### config.mk
export PLATFORM = sky130hd
export DESIGN_NAME = module_pipelined_addsub_flat
export DESIGN_NICKNAME = d
export VERILOG_FILES = /design/src/rtl/module_pipelined_addsub_if.sv /design/src/rtl/module_pipelined_addsub.sv /design/src/flat_wrapper.sv
export SDC_FILE = /design/constraint.sdc
export NUM_CORES = 1
export LEC_CHECK = 0
export ABC_AREA = 1
export ABC_CLOCK_PERIOD_IN_PS = 3400
export CAP_MARGIN = 25
export CORE_MARGIN = 2
export CORE_UTILIZATION = 33
export DETAILED_ROUTE_END_ITERATION = 10
export GPL_TIMING_DRIVEN = 0
export PLACE_DENSITY_LB_ADDON = 0.25
export SYNTH_ARGS = -nofsm -noshare
export SYNTH_HDL_FRONTEND = slang
export SYNTH_SLANG_ARGS = --single-unit
### constraint.sdc
create_clock -name clk_i -period 3.4 [get_ports clk_i]
set_input_delay 0.68 -clock clk_i [delete_from_list [all_inputs] [get_ports clk_i]]
set_output_delay 0.68 -clock clk_i [all_outputs]
set_load 0.005 [all_outputs]
### src/rtl/module_pipelined_addsub_if.sv
// Handshake and operand/result bundle for the pipelined adder/subtractor.
// The slave side is the arithmetic block; the master side is its user.
interface module_pipelined_addsub_if #(
    parameter int WIDTH = 64
);

    logic             valid_i;
    logic             ready_o;
    logic [WIDTH-1:0] a_i;
    logic [WIDTH-1:0] b_i;
    logic             carry_i;
    logic             sub_i;
    logic             valid_o;
    logic             ready_i;
    logic [WIDTH-1:0] sum_o;
    logic             carry_o;
    logic             overflow_o;

    modport slave (
        input  valid_i,
        input  a_i,
        input  b_i,
        input  carry_i,
        input  sub_i,
        input  ready_i,
        output ready_o,
        output valid_o,
        output sum_o,
        output carry_o,
        output overflow_o
    );

    modport master (
        output valid_i,
        output a_i,
        output b_i,
        output carry_i,
        output sub_i,
        output ready_i,
        input  ready_o,
        input  valid_o,
        input  sum_o,
        input  carry_o,
        input  overflow_o
    );

endinterface

### src/rtl/module_pipelined_addsub.sv
// WIDTH-bit add/subtract resolved one SW-bit slice per stage, with the carry
// registered between slices and a ready/valid handshake that stalls the whole pipe.
module module_pipelined_addsub #(
    parameter int WIDTH  = 64,
    parameter int STAGES = 4
) (
    input  logic                     clk_i,
    input  logic                     rst_n_i,
    module_pipelined_addsub_if.slave bus
);

    localparam int SW  = WIDTH / STAGES;
    localparam int LST = STAGES - 1;
    localparam int MSB = WIDTH - 1;

    logic             en;

    logic [WIDTH-1:0] stgA     [STAGES];
    logic [WIDTH-1:0] stgB     [STAGES];
    logic [WIDTH-1:0] stgSum   [STAGES];
    logic             stgCarry [STAGES];
    logic             stgValid [STAGES];

    logic [SW:0]      sliceRes [STAGES];
    logic [WIDTH-1:0] sum_d    [STAGES];
    logic             carry_d  [STAGES];
    logic             ovf_d;

    logic [WIDTH-1:0] opA_q    [STAGES];
    logic [WIDTH-1:0] opB_q    [STAGES];
    logic [WIDTH-1:0] sum_q    [STAGES];
    logic             carry_q  [STAGES];
    logic             valid_q  [STAGES];
    logic             ovf_q;

    // Stage 0 sees the prepared operands; later stages see the previous stage's registers.
    always_comb begin
        stgA[0]     = bus.a_i;
        stgB[0]     = bus.sub_i ? ~bus.b_i : bus.b_i;
        stgSum[0]   = '0;
        stgCarry[0] = bus.carry_i ^ bus.sub_i;
        stgValid[0] = bus.valid_i;
        for (int k = 1; k < STAGES; k++) begin
            stgA[k]     = opA_q[k-1];
            stgB[k]     = opB_q[k-1];
            stgSum[k]   = sum_q[k-1];
            stgCarry[k] = carry_q[k-1];
            stgValid[k] = valid_q[k-1];
        end
    end

    always_comb begin
        for (int k = 0; k < STAGES; k++) begin
            sliceRes[k] = {1'b0, stgA[k][k*SW +: SW]}
                        + {1'b0, stgB[k][k*SW +: SW]}
                        + {{SW{1'b0}}, stgCarry[k]};
            sum_d[k]               = stgSum[k];
            sum_d[k][k*SW +: SW]   = sliceRes[k][SW-1:0];
            carry_d[k]             = sliceRes[k][SW];
        end
        // Overflow uses the operand MSBs still travelling with the top slice.
        ovf_d = (stgA[LST][MSB] == stgB[LST][MSB]) && (sum_d[LST][MSB] != stgA[LST][MSB]);
    end

    always_ff @(posedge clk_i or negedge rst_n_i) begin
        if (!rst_n_i) begin
            for (int k = 0; k < STAGES; k++) begin
                opA_q[k]   <= '0;
                opB_q[k]   <= '0;
                sum_q[k]   <= '0;
                carry_q[k] <= 1'b0;
                valid_q[k] <= 1'b0;
            end
            ovf_q <= 1'b0;
        end else if (en) begin
            for (int k = 0; k < STAGES; k++) begin
                opA_q[k]   <= stgA[k];
                opB_q[k]   <= stgB[k];
                sum_q[k]   <= sum_d[k];
                carry_q[k] <= carry_d[k];
                valid_q[k] <= stgValid[k];
            end
            ovf_q <= ovf_d;
        end
    end

    assign en             = !valid_q[LST] || bus.ready_i;
    assign bus.ready_o    = en;
    assign bus.valid_o    = valid_q[LST];
    assign bus.sum_o      = sum_q[LST];
    assign bus.carry_o    = carry_q[LST];
    assign bus.overflow_o = ovf_q;

endmodule

### src/flat_wrapper.sv
// flat-port wrapper written by rule: the top's interface ports become plain ports
module module_pipelined_addsub_flat 
#(
    parameter int WIDTH  = 64,
    parameter int STAGES = 4
)
  (clk_i, rst_n_i, bus_valid_i, bus_a_i, bus_b_i, bus_carry_i, bus_sub_i, bus_ready_i, bus_ready_o, bus_valid_o, bus_sum_o, bus_carry_o, bus_overflow_o);
  module_pipelined_addsub_if #(.WIDTH(WIDTH)) bus_i ();
  input  logic clk_i;
  input  logic rst_n_i;
  input wire logic [$bits(bus_i.valid_i)-1:0] bus_valid_i;
  input wire logic [$bits(bus_i.a_i)-1:0] bus_a_i;
  input wire logic [$bits(bus_i.b_i)-1:0] bus_b_i;
  input wire logic [$bits(bus_i.carry_i)-1:0] bus_carry_i;
  input wire logic [$bits(bus_i.sub_i)-1:0] bus_sub_i;
  input wire logic [$bits(bus_i.ready_i)-1:0] bus_ready_i;
  output wire logic [$bits(bus_i.ready_o)-1:0] bus_ready_o;
  output wire logic [$bits(bus_i.valid_o)-1:0] bus_valid_o;
  output wire logic [$bits(bus_i.sum_o)-1:0] bus_sum_o;
  output wire logic [$bits(bus_i.carry_o)-1:0] bus_carry_o;
  output wire logic [$bits(bus_i.overflow_o)-1:0] bus_overflow_o;
  assign bus_i.valid_i = bus_valid_i;
  assign bus_i.a_i = bus_a_i;
  assign bus_i.b_i = bus_b_i;
  assign bus_i.carry_i = bus_carry_i;
  assign bus_i.sub_i = bus_sub_i;
  assign bus_i.ready_i = bus_ready_i;
  assign bus_ready_o = bus_i.ready_o;
  assign bus_valid_o = bus_i.valid_o;
  assign bus_sum_o = bus_i.sum_o;
  assign bus_carry_o = bus_i.carry_o;
  assign bus_overflow_o = bus_i.overflow_o;
  module_pipelined_addsub #(.WIDTH(WIDTH), .STAGES(STAGES)) u_core (.clk_i(clk_i), .rst_n_i(rst_n_i), .bus(bus_i));
endmodule
==> results of run 1 <==
worst paths after layout:
| kind | startpoint | end | slack, ns | cells after the start |
|---|---|---|---|---|
| min | rst_n_i | u_core.stgSum[129] | 0.1 | 1 |
| max | bus_ready_i | bus_ready_o | 0.25 | 5 |
| min in group clk_i | u_core.opB_q[253] | u_core.opB_q[189] | 0.46 | 2 |
| max in group asynchronous | rst_n_i | u_core.opA_q[113] | 1.82 | 3 |
| min reg2reg | u_core.opB_q[253] | u_core.opB_q[189] | 0.46 | 2 |
| max reg2reg | u_core.carry_q[1] | u_core.bus.sum_o[56] | 1.15 | 8 |
critical path, stage by stage:
cell	delay, ns
clkdlybuf4s50_1	0.44
nor2_4	0.44
inv_2	0.06
buf_2	0.31
clkdlybuf4s50_1	0.52
cells in the final DEF (no fill, tap or decap), types with 3 or more instances in the layout:
cell	count
nand4_1	8
bufinv_16	5
clkdlybuf4s50_1	199
nor2_1	55
clkbuf_16	41
a21oi_1	38
nand2_1	938
inv_1	233
fa_1	8
nand3_1	88
buf_16	3
nand3b_1	8
dfrtp_1	361
and2_1	3
ha_1	60
clkbuf_1	35
buf_4	15
xor2_1	17
or2_2	3
nor3_1	10
buf_2	42
o21ai_0	217
clkinv_2	8
clkbuf_8	9
xnor2_1	66
sequential cells by signal, summed over array words and instances, names as in the netlist:
signal                 cells
u_core.carry_q             3
u_core.opB_q              96
u_core.bus.sum_o          64
u_core.stgValid            3
u_core.bus.overflow_o      1
u_core.bus.carry_o         1
u_core.stgSum             96
u_core.opA_q              96
u_core.bus.valid_o         1
layer usage:
layer	GRT usage (%)	up-vias	routed length, um
met5	0	-	0
met4	5.17	0	1120
met3	2.74	59	2220
met2	31.3	252	23800
met1	24.4	6924	23400
li1	-	7311	-
stage by stage:
stage	util [%]	area [um^2]	TNS [ns]	power [W]
5_1_grt	41.7	22000	0	0.0221
4_1_cts	41.7	22000	0	0.0206
2_1_floorplan	-	17600	0	0.0125
6_report	41.7	22000	0	0.0203
3_3_place_gp	38.9	20500	-4959.10	0.0157
3_5_place_dp	39.0	20600	-0.291	0.0159
cell type report:
cell class	instances	area, um^2
Multi-Input combinational cell	1521	7300
Clock inverter	14	201
Clock buffer	58	1180
Sequential cell	361	9030
Tap cell	688	861
Timing Repair Buffer	203	2090
Buffer	85	435
Inverter	234	878
Fill cell	5384	30800
repair_timing:
item / in CTS / in global routing
hold endpoints to repair: 0 / 0
endpoints found under the setup margin: 1 / 0
buffers inserted: 0 / 0
gates resized for setup: 0 / 0
kinds of logic (layout without fill, tap and decap cells):
group | Yosys count | after routing | synth area share [%]
buffers and inverters | 320 | 594 | 7.46
adder cells (fa/ha/maj) | 68 | 68 | 5.16
flip-flops | 361 | 361 | 51.2
XOR/XNOR | 83 | 83 | 4.12
AO/OA/AOI/OAI | 256 | 256 | 7.27
AND/OR/NAND/NOR | 1114 | 1114 | 24.8
power breakdown:
group / total (W) / leakage, nW / switching (W) / internal (W)
Sequential: 0.00733 / 4.37 / 0.00111 / 0.00622
Clock: 0.00455 / 0.687 / 0.00176 / 0.00279
Combinational: 0.00846 / 6.04 / 0.00512 / 0.00333
Total: 0.0203 / 11.1 / 0.00799 / 0.0123
==> flow_summary.ini, run 1 <==
[status]
status = finished clean

[cells_and_area]
syn_to_final_growth_pct = 24.5
diodes = 0
nets = 2649
drive_gt1_share_pct = 5.29
stdcell_count = 3164

[cts]
cts_tree = built
postCtsHoldBufs = 0
path_clk_slew_ns = 0.05
htree_num_levels = 2
cts-buffers-inserted = 41
cts_buffer_depth = 3
cts.sinks = 361
cts_root_buf = clkbuf_16
insertion_delay_ns = 0.56

[logic_synthesis]
ys_types = 23
synth_area_per_cell_um2 = 8.02
yosysMostFrequentCell = nand2_1
synth_edf_count = 0
yosys_warnings = 0
synth_area_mm2 = 0.0176
synth_fp_nets = 2404
ys_seq_elements = 361
synth-main-ff-cell = dfrtp_1
synth_top_area_share_pct = 51.2
async_reset_ff_share_pct = 100
yosys.area.top_type = dfrtp_1
synth_cells = 2202
ys_seq_area_share_pct = 51.2
yosys-top-cells-area = dfrtp_1 51%, nand2_1 20%, o21ai_0 6.2%
synth_common_cells = 938 x nand2_1, 361 x dfrtp_1, 233 x inv_1

[routing]
drt_wl_total_mm = 50.6
drtPass1Iterations = 5
final_antenna_net_count = 0
via_per_inst = 4.60
drc = 0
vias = 14500
post_drt_wl_per_cell_um = 16.0
drtIter0Drc = 897

[sta]
worstMarginPinSlew_ns = 0.902
finalCritPeriodShare_pct = 92.8
min_period_ns = 3.15
setup_viol = 0
rsz0062_at_grt = no
clock_skew_ns = 0.0125
finalHoldViolCount = 0
setup_ws_ns = 0.246
fmax_mhz = 317
slew_headroom_pct = 39.9
hold_ws_ns = 0.0989
finalMaxSlewViolations = 0

[hold_path]
hp-class = input pin to async pin

[placed_design]
place_ws_ns = -0.291
placed_cells = 3093
port_buffers = 200
place.gp.congestion = 0.844
dpl.hpwl_mm = 38.4

[die]
dieArea_mm2 = 0.0553
fp.dieH_um = 235
num_rows = 84
die_w_um = 235
start_util_pct = 33.5
core_mm2 = 0.0528
ios = 202

[critical_path]
end_kind = output pin
cp.arrival_ns = 2.47
start_kind = input pin
cp_max_fo = 19
worstPathRequired_ns = 2.72
crit_type = input pin to output pin

[grt]
grt_antenna_before_repair = 0
grt_max_degree = 111
grt_pass1_vias = 14700
grt_usage_pct = 18.4
grt_remaining_overflow = 0
grt_pass1_wl_mm = 80.1

[power_and_ir_drop]
p_per_area_mw_per_mm2 = 925
ir_worst_vdd_uv = 375
p_leak_nw = 11.1

[run]
cap_violations = 0
(Power assumes the default switching activity.)
==> inputs of run 2 (changes only) <==
Settings changed: GPL_TIMING_DRIVEN 0 to default, HOLD_SLACK_MARGIN from default to 0.03.
==> run 2 against run 1 <==
Net effect:
- maximum frequency rose by 16%
- highest routed layer is now met5
- sequential power down 1%
- register-to-register slack lost 0.02 ns
- sequential share of layout area up 0.51 points
- critical endpoint unchanged
- count of clock-buffer cells in the layout is 3 higher
- critical path type unchanged
- global-route usage decreased by 3.4 points
- worst hold slack better by 0.077 ns
- die area did not move
- clock power grew 2%
==> flow_summary.ini, run 2 (synthesis gave the netlist of run 1 again) <==
[routing]
routedLengthMet1_mm = 19.0
post_drt_wl_per_cell_um = 13.2
highest_layer = met5
drt_wl_total_mm = 40.7
final_antenna_net_count = 0
wl_met2_mm = 19.0
drc = 0
vias = 14000
wl_met3_mm = 1.90
via_per_inst = 4.51
drtPass1Iterations = 5
drtIter0Drc = 771

[power_and_ir_drop]
p_sw_w = 0.00746
netSwitchingFraction_pct = 37.7
p_leak_nw = 10.9
power_frac_clock_pct = 23.5
p_per_area_mw_per_mm2 = 911
ir_worst_vdd_uv = 434
p_seq_share_pct = 36.7
power.internal_w = 0.0123
p_comb_share_pct = 39.8

[grt]
grt_pass1_wl_mm = 69.4
grt_max_degree = 253
grt_pass1_vias = 14100
grt_antenna_before_repair = 5
grt_remaining_overflow = 0
grt_usage_pct = 15.0

[cells_and_area]
stdcell_count = 3096
fin_util_pct = 41.1
mostFrequentLayoutCell = nand2_1
final_cell_mix = 938 x nand2_1, 361 x dfrtp_1, 233 x inv_1
regArea_mm2 = 0.00903
nFillCells = 5306
nets = 2577
multi_input_area_mm2 = 0.00730
drive_gt1_share_pct = 3.57
syn_to_final_growth_pct = 23.0

[critical_path]
path_cells = clkdlybuf4s50_1 -> nor2_4 -> inv_8 -> clkdlybuf4s50_1
cp.arrival_ns = 2.04
critPathSlowestCell = clkdlybuf4s50_1
crit_type = input pin to output pin
cp_max_fo = 3
worstPathRequired_ns = 2.72
start_kind = input pin
max_stage_delay_ns = 0.59
end_kind = output pin
crit_top_cell = clkdlybuf4s50_1

[sta]
finalCritPeriodShare_pct = 80.1
setup_viol = 0
worstMarginPinSlew_ns = 1.28
min_period_ns = 2.72
slew_headroom_pct = 14.6
clock_skew_ns = 0.0205
finalHoldViolCount = 0
finalSetupTns_ns = 0
fmax_mhz = 367
finalMaxSlewViolations = 0
rsz0062_at_grt = no

[placed_design]
port_buffers = 201
place.gp.congestion = 0.813
dpl.hpwl_mm = 28.0
placed_cells = 3020

[die]
ios = 202
dieArea_mm2 = 0.0553
start_util_pct = 33.5
core_mm2 = 0.0528
fp.dieH_um = 235
die_w_um = 235
num_rows = 84

[cts]
post_cts_buffers = 0
cts_resized = 0
cts_root_buf = clkbuf_16
htree_num_levels = 2
cts_buffer_depth = 3
insertion_delay_ns = 0.56
postCtsHoldBufs = 0
cts_tree = built
path_clk_slew_ns = 0.06
cts-buffers-inserted = 41
cts.sinks = 361

[run]
cap_violations = 0

[status]
status = finished clean

[hold_path]
hp-class = input pin to async pin
==> run 2: cell count changes in the layout (fill, tap and decap cells not counted), sizes merged <==
cell,before,now
clkinv,8,4
buf,62,17
diode,0,1
clkbuf,85,61
clkinvlp,0,4
==> run 2: power groups by stage <==
stage | Combinational, W | Clock [W] | Sequential (W)
final | 0.00787 | 0.00465 | 0.00725
after global routing | 0.00914 | 0.00500 | 0.00750
after CTS | 0.00800 | 0.00482 | 0.00728
after detailed placement | 0.00794 | 0 | 0.00733
after global placement | 0.00782 | 0 | 0.00729
after floorplan | 0.00546 | 0 | 0.00706
==> run 2: through the flow <==
step | power (W) | setup WS, ns | hold slack [ns] | cell area, um^2
detailed placement | 0.0153 | 0.492 | 0.453 | 20300
finish | 0.0198 | 0.677 | 0.176 | 21700
global route | 0.0216 | 0.632 | 0.212 | 21700
global placement | 0.0151 | 0.512 | 0.457 | 20300
CTS | 0.0201 | 0.619 | 0.166 | 21700
floorplan | 0.0125 | 0.760 | 0.384 | 17600
==> run 2: routing by layer <==
metal | GRT usage, % | vias up
li1 | - | 7181
met1 | 19.8 | 6510
met2 | 24.7 | 203
met3 | 3.12 | 59
met4 | 4.42 | 8
met5 | 0 | -
==> run 2: final cells by class <==
type,instances,share of cell area (%)
Antenna cell,1,0.0115
Clock buffer,61,5.59
Clock inverter,14,0.980
Inverter,234,4.08
Multi-Input combinational cell,1521,33.6
Sequential cell,361,41.6
Tap cell,688,3.97
Timing Repair Buffer,216,10.1
==> run 2: final timing paths <==
path | from | endpoint | slack [ns] | cells past startpoint
min in group clk_i | u_core.opB_q[248] | u_core.opB_q[184] | 0.45 | 2
worst max register to register | u_core.carry_q[1] | u_core.bus.sum_o[60] | 1.13 | 9
worst min register to register | u_core.opB_q[248] | u_core.opB_q[184] | 0.45 | 2
worst min-delay path | rst_n_i | u_core.stgSum[4] | 0.18 | 1
worst max-delay path | bus_ready_i | bus_ready_o | 0.68 | 4
max in group asynchronous | rst_n_i | u_core.bus.sum_o[33] | 2.41 | 2
==> run 2: critical path: cells and delay by family <==
| kind | cells | cell delay [ns] |
|---|---|---|
| buffers and inverters | 3 | 1.08 |
| AND/OR/NAND/NOR | 1 | 0.27 |
==> variant: new RTL, settings of run 2 <==
`STAGES` is set to 4 in 2 places; all go to 2.
--- a/src/rtl/module_pipelined_addsub.sv
+++ b/src/rtl/module_pipelined_addsub.sv
@@ -3,5 +3,5 @@
 module module_pipelined_addsub #(
     parameter int WIDTH  = 64,
-    parameter int STAGES = 4
+    parameter int STAGES = 2
 ) (
     input  logic                     clk_i,
--- a/src/flat_wrapper.sv
+++ b/src/flat_wrapper.sv
@@ -3,5 +3,5 @@
 #(
     parameter int WIDTH  = 64,
-    parameter int STAGES = 4
+    parameter int STAGES = 2
 )
   (clk_i, rst_n_i, bus_valid_i, bus_a_i, bus_b_i, bus_carry_i, bus_sub_i, bus_ready_i, bus_ready_o, bus_valid_o, bus_sum_o, bus_carry_o, bus_overflow_o);
Function: changed (Yosys sat finds a counterexample within 4 cycles, from zero or initial values and one cycle with rst_n_i low).
==> variant against run 2 <==
  * Register-to-register slack lost 0.44 ns
  * Count of clock-buffer cells in the layout fell by 44
  * Combinational power fell by 55%
  * Power decreased by 57%
  * Via count decreased by 23%
  * Final area fell by 32%
  * Synthesized area decreased by 34%
  * Sequential cell count shrank 196
  * Wire length fell by 12%
  * Synthesized cell count decreased by 21%
  * Hold slack better by 0.030 ns
  * Setup slack lost 0.038 ns
  * Critical endpoint is now u_core.stgSum[24]$_DFFE_PN0P_
==> variant: results (changes against run 2) <==
worst setup margin: 0.6395 ns (-0.03787 ns)
number of cells after detailed placement: 2363 (-22%)
clk buf depth: 2 (-1)
fraction of layout cells with a size suffix above 1: 0.05052 (+0.01479)
Compound-Gate Fraction of Synth Area: 0.05551 (-0.01723)
flop2flop setup slack: 0.69 ns (-0.44 ns)
Worst Reg-to-Reg Cells: 9 (unchanged)
first-pass GRT wire length: 57.36 mm (-17%)
Area contributors post-synth: dfrtp_1, nand2_1, inv_1
routed length per instance: 14.93 um (+13%)
class of the worst hold path: input port to async pin
combinational share of power: 0.417 (+0.019)
Max FO, Critical Path: 4 (+1)
worst vdd ir: 0.3386 mV (-22%)
Cell variety after synth: 33 (+43%)
commonest cells in the synthesized netlist: nand2_1, inv_1, dfrtp_1, nand3_1, o21ai_0
Sequential Power Share: 0.336 (-0.031)
Async SR Flop Fraction: 1.000 (unchanged)
Crit path max-delay family: simple AND/OR/NAND/NOR gates
CP startpoint: bus_b_i[0]
H-tree depth: 4 (+2)
worst slew pin tran: 0.9833 ns (-0.2978 ns)
dpl hpwl: 27.81 mm (-0.84%)
worst skew pair latency: 0.45 ns (-0.11 ns)
Worst setup endpoint: u_core.stgSum[24]$_DFFE_PN0P_
Reg clk slew, reported paths: 0.08 ns (+0.02 ns)
Crit Reg-Reg Startpoint: u_core.carry_q[1]$_DFFE_PN0P_
adder-cell area share of the yosys netlist: 0.07344 (+0.02183)
largest net degree at the start of global routing: 220 (-13%)
Switching Share: 0.3840 (+0.006528)
Initial DRC Count: 607 (-21%)
fill cell count: 3701 (-30%)
Layout Skew: 0.01538 ns (-0.005163 ns)
outcome: complete, no violations
vias in the first global route: 10717 (-24%)
CTS Root Buffer Type: clkbuf_16
sequential share of the synthesized area: 0.3543 (-0.1575)
syn_nets: 1943 (-19%)
Post-Synth XOR/XNOR Area: 0.06388 (+0.02269)
Syn Area/Cell: 6.686 sq um (-17%)
RR Endpoint: u_core.bus.sum_o[44]$_DFFE_PN0P_
Slowest Stage Delay on Critical Path: 0.47 ns (-0.12 ns)
Leak: 7.815 nW (-28%)
ant diodes: 0 (-1)
Via density: 4.514 (+0.11%)
Tot GR Track Use: 0.2029 (+0.05332)
initial antenna violation count: 0 (-5)
Worst EP arrival: 3.10 ns (+1.06 ns)
Placed Area: 14150 sq um (-30%)
final net count: 2127 (-17%)
TritonCTS buffer count: 17 (-59%)
WL final: 35.76 mm (-12%)
Setup WS pre-CTS: 0.1653 ns (-0.3267 ns)
gpl congestion: 0.9240 (+14%)
==> variant: changes by cell type in the layout (fill, tap and decap cells not counted), sizes merged, moves of 15 or more <==
cell	delta
dfrtp	-196
nand2	-168
o21ai	-134
clkbuf	-44
inv	+44
nor2	+22
xor2	+17
xnor2	-15
==> variant: per-stage QoR <==
stage / power [mW] / util
2_1_floorplan: 4.835 / -
3_3_place_gp: 6.471 / 0.4085
3_5_place_dp: 6.493 / 0.4085
4_1_cts: 8.645 / 0.4263
5_1_grt: 9.212 / 0.4263
6_report: 8.512 / 0.4263
==> variant: worst min path at each step <==
| stage | end | slack, ns | start |
|---|---|---|---|
| after global placement | u_core.bus.valid_o$_DFFE_PN0P_ | 0.44 | u_core.stgValid[0]$_DFFE_PN0P_ |
| after CTS | u_core.opA_q[106]$_DFFE_PN0P_ | 0.22 | rst_n_i |
| after detailed placement | u_core.bus.sum_o[15]$_DFFE_PN0P_ | 0.46 | u_core.stgSum[15]$_DFFE_PN0P_ |
| after floorplan | u_core.bus.carry_o$_DFFE_PN0P_ | 0.38 | rst_n_i |
| after global routing | u_core.opA_q[106]$_DFFE_PN0P_ | 0.24 | rst_n_i |
| final | u_core.opA_q[106]$_DFFE_PN0P_ | 0.21 | rst_n_i |
==> variant: metal layers <==
| layer | GRT usage | share of wire | vias up |
|---|---|---|---|
| li1 | - | - | 5673 |
| met1 | 0.2564 | 0.46 | 4886 |
| met2 | 0.3541 | 0.48 | 209 |
| met3 | 0.03234 | 0.037 | 44 |
| met4 | 0.06243 | 0.024 | 0 |
| met5 | 0 | 0 | - |
==> variant: area by class of cell <==
class,instances,area share
multi-input combinational,1262,0.4265
clock buffer,17,0.02882
tap,455,0.03856
inverter,273,0.06950
clock inverter,15,0.01297
timing repair buffer,208,0.1440
sequential,165,0.2797
